<file path="src/rtl/step_dir_cnt_mc.sv">
// Multi-channel step/direction position counter with debounced inputs,
// coherent snapshot capture and a 16-bit register bus.
module step_dir_cnt_mc #(
  parameter int unsigned CH    = 4,
  parameter int unsigned W     = 32,
  parameter int unsigned FILT  = 2,
  parameter int unsigned SETUP = 2,
  localparam int unsigned A    = $clog2(2 * CH + 1)
) (
  input  logic            clk,
  input  logic            aclr,
  input  logic            sclr_i,
  input  logic [A-1:0]    addr_i,
  input  logic [1:0]      be_i,
  input  logic [15:0]     wrdata_i,
  input  logic            write_i,
  input  logic            read_i,
  output logic [15:0]     rddata_o,
  input  logic            snapshot_i,
  input  logic [CH-1:0]   step_i,
  input  logic [CH-1:0]   dir_i,
  output logic [CH*W-1:0] cnt_o,
  output logic [CH-1:0]   err_o
);

  // Synchronisers plus one extra delay stage for edge/change detection.
  logic [CH-1:0] step_s1_q, step_s1_d, step_s2_q, step_s2_d, step_sd_q, step_sd_d;
  logic [CH-1:0] dir_s1_q, dir_s1_d, dir_s2_q, dir_s2_d, dir_sd_q, dir_sd_d;

  logic [CH-1:0] filt_q, filt_d, filt_dly_q, filt_dly_d;
  logic [CH-1:0] pulse_q, pulse_d;
  logic [3:0]    run_q [CH];
  logic [3:0]    run_d [CH];
  logic [3:0]    stab_q [CH];
  logic [3:0]    stab_d [CH];
  // Dir was not held long enough around the step edge now in the filter.
  logic [CH-1:0] setup_bad_q, setup_bad_d;

  logic [W-1:0]  live_q [CH];
  logic [W-1:0]  live_d [CH];
  logic [W-1:0]  snap_q [CH];
  logic [W-1:0]  snap_d [CH];
  logic [CH-1:0] err_q, err_d;
  logic [15:0]   rddata_q, rddata_d;

  logic [CH-1:0] dir_chg;
  logic [CH-1:0] step_rise;

  assign dir_chg   = dir_s2_q ^ dir_sd_q;
  assign step_rise = step_s2_q & ~step_sd_q;

  // Merge one 16-bit half of a counter under byte enables; bits >= W drop out.
  function automatic logic [W-1:0] merge_half(input logic [W-1:0] cur, input logic hi,
                                               input logic [1:0] be, input logic [15:0] wd);
    logic [31:0] v;
    v = 32'(cur);
    if (!hi) begin
      if (be[0]) v[7:0]  = wd[7:0];
      if (be[1]) v[15:8] = wd[15:8];
    end else begin
      if (be[0]) v[23:16] = wd[7:0];
      if (be[1]) v[31:24] = wd[15:8];
    end
    return v[W-1:0];
  endfunction

  function automatic logic [15:0] hi_half(input logic [W-1:0] cur);
    return 16'(32'(cur) >> 16);
  endfunction

  // Next-state for the filter, counters, status, snapshot and read path.
  always_comb begin
    step_s1_d   = step_i;
    step_s2_d   = step_s1_q;
    step_sd_d   = step_s2_q;
    dir_s1_d    = dir_i;
    dir_s2_d    = dir_s1_q;
    dir_sd_d    = dir_s2_q;
    filt_d      = filt_q;
    filt_dly_d  = filt_q;
    pulse_d     = filt_q & ~filt_dly_q;
    run_d       = run_q;
    stab_d      = stab_q;
    setup_bad_d = setup_bad_q;
    live_d      = live_q;
    snap_d      = snap_q;
    err_d       = err_q;
    rddata_d    = rddata_q;

    if (write_i && be_i[0] && int'(addr_i) == int'(2 * CH)) begin
      err_d = err_q & ~wrdata_i[CH-1:0];
    end

    for (int c = 0; c < CH; c++) begin
      if (step_s2_q[c] != filt_q[c]) begin
        if (run_q[c] >= 4'(FILT - 1)) begin
          filt_d[c] = step_s2_q[c];
          run_d[c]  = '0;
        end else begin
          run_d[c] = run_q[c] + 4'd1;
        end
      end else begin
        run_d[c] = '0;
      end

      if (dir_chg[c]) begin
        stab_d[c] = '0;
      end else if (stab_q[c] < 4'(SETUP)) begin
        stab_d[c] = stab_q[c] + 4'd1;
      end

      // Setup is judged at the synchronised step edge; a dir change after it
      // but before the resulting pulse also counts as a violation.
      if (SETUP != 0) begin
        if (step_rise[c]) begin
          setup_bad_d[c] = (stab_d[c] < 4'(SETUP));
        end else if (dir_chg[c]) begin
          setup_bad_d[c] = 1'b1;
        end
        if (pulse_q[c] && (setup_bad_q[c] || dir_chg[c])) begin
          err_d[c] = 1'b1;
        end
      end

      if (write_i && int'(addr_i) == 2 * c) begin
        live_d[c] = merge_half(live_q[c], 1'b0, be_i, wrdata_i);
      end else if (write_i && int'(addr_i) == 2 * c + 1) begin
        live_d[c] = merge_half(live_q[c], 1'b1, be_i, wrdata_i);
      end
      if (pulse_q[c]) begin
        live_d[c] = dir_s2_q[c] ? live_d[c] - W'(1) : live_d[c] + W'(1);
      end

      // Snapshot takes the pre-update value so all channels line up.
      if (snapshot_i) begin
        snap_d[c] = live_q[c];
      end
    end

    if (read_i) begin
      rddata_d = '0;
      for (int c = 0; c < CH; c++) begin
        if (int'(addr_i) == 2 * c) begin
          rddata_d = snap_q[c][15:0];
        end else if (int'(addr_i) == 2 * c + 1) begin
          rddata_d = hi_half(snap_q[c]);
        end
      end
      if (int'(addr_i) == int'(2 * CH)) begin
        rddata_d[CH-1:0] = err_q;
      end
    end

    if (sclr_i) begin
      step_s1_d   = '0;
      step_s2_d   = '0;
      step_sd_d   = '0;
      dir_s1_d    = '0;
      dir_s2_d    = '0;
      dir_sd_d    = '0;
      filt_d      = '0;
      filt_dly_d  = '0;
      pulse_d     = '0;
      run_d       = '{default: '0};
      stab_d      = '{default: '0};
      setup_bad_d = '0;
      live_d      = '{default: '0};
      snap_d      = '{default: '0};
      err_d       = '0;
      rddata_d    = '0;
    end
  end

  // State registers with asynchronous clear.
  always_ff @(posedge clk or posedge aclr) begin
    if (aclr) begin
      step_s1_q   <= '0;
      step_s2_q   <= '0;
      step_sd_q   <= '0;
      dir_s1_q    <= '0;
      dir_s2_q    <= '0;
      dir_sd_q    <= '0;
      filt_q      <= '0;
      filt_dly_q  <= '0;
      pulse_q     <= '0;
      run_q       <= '{default: '0};
      stab_q      <= '{default: '0};
      setup_bad_q <= '0;
      live_q      <= '{default: '0};
      snap_q      <= '{default: '0};
      err_q       <= '0;
      rddata_q    <= '0;
    end else begin
      step_s1_q   <= step_s1_d;
      step_s2_q   <= step_s2_d;
      step_sd_q   <= step_sd_d;
      dir_s1_q    <= dir_s1_d;
      dir_s2_q    <= dir_s2_d;
      dir_sd_q    <= dir_sd_d;
      filt_q      <= filt_d;
      filt_dly_q  <= filt_dly_d;
      pulse_q     <= pulse_d;
      run_q       <= run_d;
      stab_q      <= stab_d;
      setup_bad_q <= setup_bad_d;
      live_q      <= live_d;
      snap_q      <= snap_d;
      err_q       <= err_d;
      rddata_q    <= rddata_d;
    end
  end

  for (genvar g = 0; g < CH; g++) begin : g_cnt
    assign cnt_o[g*W +: W] = snap_q[g];
  end

  assign err_o    = err_q;
  assign rddata_o = rddata_q;

endmodule

</file>
<file path="config.mk">
export PLATFORM = sky130hd
export DESIGN_NAME = step_dir_cnt_mc
export DESIGN_NICKNAME = d
export VERILOG_FILES = /design/src/rtl/step_dir_cnt_mc.sv
export SDC_FILE = /design/constraint.sdc
export NUM_CORES = 1
export LEC_CHECK = 0
export ABC_AREA = 1
export BUFFER_PORTS_ARGS = -buffer_cell sky130_fd_sc_hd__clkbuf_2
export CORE_ASPECT_RATIO = 1.1
export CORE_MARGIN = 2
export CORE_UTILIZATION = 35
export DETAILED_ROUTE_END_ITERATION = 16
export SLEW_MARGIN = 10
export SYNTH_ARGS = -nofsm -noshare
export SYNTH_HDL_FRONTEND = slang
export SYNTH_SLANG_ARGS = --single-unit
</file>
<file path="constraint.sdc">
create_clock -name clk -period 28.5 [get_ports clk]
set_input_delay 8.55 -clock clk [delete_from_list [all_inputs] [get_ports clk]]
set_output_delay 8.55 -clock clk [all_outputs]
set_load 0.05 [all_outputs]
</file>
==> run summary <==
num ports = 184
Placed Instance Area = 25750 um2
post-CTS resize count = 0
Slew Limit Fails = 0
Die Ht = 278.1 um
Layout fillers = 7174
initial antenna violation count = 9
Total GRT Usage = 26.29%
final hold violation count = 0
Synth async-reset ratio = 100.0%
Final ANT Viol Nets = 0
endpoint class of the critical path = register
DRC = 0
Final nets = 3681
drt via density = 5.350
first-pass GRT wire length = 140100 um
Root Driver = clkbuf_16
CTS max path bufs = 3
H-tree depth = 2
#FFs+latches synth = 348
type of origin of the critical path = input port
routability congestion estimate from global placement = 0.9892
syn_area_per_cell = 7.117 um2
fmax = 0.08416 GHz
num rows = 100
CTS Hold Bufs = 0
worst slew pin tran = 1137 ps
Synth cell types = 56
area of the multi-input gates = 12610 um2
yosys warns = 0
Setup Buffers After CTS = 0
Pleak = 13.40 nW
clk_lat worst skew = 600 ps
Area Overhead vs Synth = 13.47%
Detail Placement HPWL = 70600 um
dpl cells = 4376
worst endpoint required time = 28980 ps
commonest non-fill, non-tap cell in the layout = inv_1
clk sink count = 348
final setup fails = 0
RSZ-0062 raised after global routing = no
fin cells = 4454
number of flops mapped to enable cells by yosys = 0
die area = 70430 um2
Hold Path Class = register to register
Total Routed Length = 93960 um
CTS clk-pin slew, worst paths = 60 ps
initial DRC count = 2278
outcome = finished, final reports clean
Seq/Total Area, Yosys = 36.42%
layout cell share with drive strength beyond 1 = 9.941%
Max Cap Viol = 0
register area = 8708 um2
Num CTS Buffers = 42
hold-critical path depth = 1
VDD IR max = 0.03717 mV
final hold slack = 396.4 ps
Vias = 23830
fin area = 27130 um2
post-synthesis instance total = 3360
setup tns final = 0 ps
chip width = 253.2 um
final worst-path cycle share = 41.69%
largest net degree at the start of global routing = 118
vias in the first global route = 22130
Worst Reg-to-Reg Cells = 11
pwr dens = 46.30 nW/um2
core area = 67690 um2
Pre-Repair DR Iteration Count = 8
WL/cell = 21.09 um
PortBufs = 183
CP Class = input port to register
total global routing overflow = 0
clk_skew = 28.36 ps
Slew HR = 23.94%
Initial Util = 35.33%
Arr. time, crit path = 12370 ps
CTS tree = done
most frequent cells in the layout = inv_1, nand2_1, o21ai_0
Synth Cell Area = 23910 um2
CP Max Fanout = 13
Synth Flop Type = dfrtp_1
Tmin final = 11880 ps
## power breakdown
part           switching [W]  internal [W]  total, W
logic               0.000131     0.0000496  0.000181
clock network       0.000234      0.000316  0.000550
registers          0.0000136      0.000512  0.000526
total               0.000378      0.000878   0.00126
## synthesized netlist by cell type, types with 28 or more instances
cell | instances | share of area, %
a21oi_1 | 208 | 4.4
a31oi_1 | 28 | 0.73
clkbuf_1 | 83 | 1.3
dfrtp_1 | 348 | 36
ha_1 | 139 | 7.3
inv_1 | 567 | 8.9
nand2_1 | 555 | 8.7
nand3_1 | 255 | 5.3
nor2_1 | 330 | 5.2
nor3_1 | 30 | 0.63
o211ai_1 | 78 | 2.4
o21ai_0 | 376 | 7.9
o22ai_1 | 63 | 1.6
or2_2 | 41 | 1.1
## logic make-up after synthesis
family	synth area share, %
xor+xnor	1.172
flops	36.42
compound gates	20.93
fa+ha+maj	7.608
simple gates	22.93
other cells	0.01568
buf+inv	10.92
## layer usage
layer	share of wire, %	global-route usage (%)
met5	0.044	0
met4	4.8	10.70
met3	7.9	4.854
met2	43	40.15
met1	44	36.51
## final cells by class
class,count,area share [%]
Antenna cell,5,0.04611
Clock buffer,55,4.275
Clock inverter,18,0.7886
Inverter,578,8.042
Multi-Input combinational cell,2325,46.46
Sequential cell,348,32.10
Tap cell,918,4.233
Timing Repair Buffer,207,4.058
## sequential cells by signal (all words and copies together), names as in the netlist
signal,flops
filt_q,4
dir_s2_q,4
dir_s1_q,4
stab_q,16
pulse_q,4
filt_dly_q,4
setup_bad_q,4
cnt_o,128
rddata_o,16
step_s1_q,4
step_s2_q,4
live_q,128
dir_sd_q,4
step_sd_q,4
err_o,4
run_q,16
## worst paths after layout
check	startpoint	to	slack (ps)
max reg2reg	dir_s2_q[3]	live_q[18]	25290
max in group asynchronous	aclr	live_q[32]	18880
max	addr_i[1]	live_q[30]	16620
min	filt_dly_q[0]	pulse_q[0]	400
min in group asynchronous	aclr	cnt_o[100]	8050
min reg2reg	filt_dly_q[0]	pulse_q[0]	400
## through the flow
step           setup slack (ps)  utilization, %  total power [W]
2_1_floorplan             10300               -        0.0006558
3_3_place_gp              16230           38.04        0.0007128
3_5_place_dp              16190           38.04        0.0007136
4_1_cts                   16790           40.06         0.001265
5_1_grt                   16420           40.07         0.001306
6_report                  16620           40.08         0.001256
## critical path, cell delays in order
cell and delay (ps):
clkbuf_2 150, nand2_1 130, nor2_2 530, inv_1 300, nor2_1 770, o21ai_0 270
ha_1 470, nand2_1 110, nor3_1 380, inv_1 90, o221a_2 310, nand3_1 70
nand3_1 90, nand2_1 90, inv_1 40
Power figures use the tool's default switching activity.
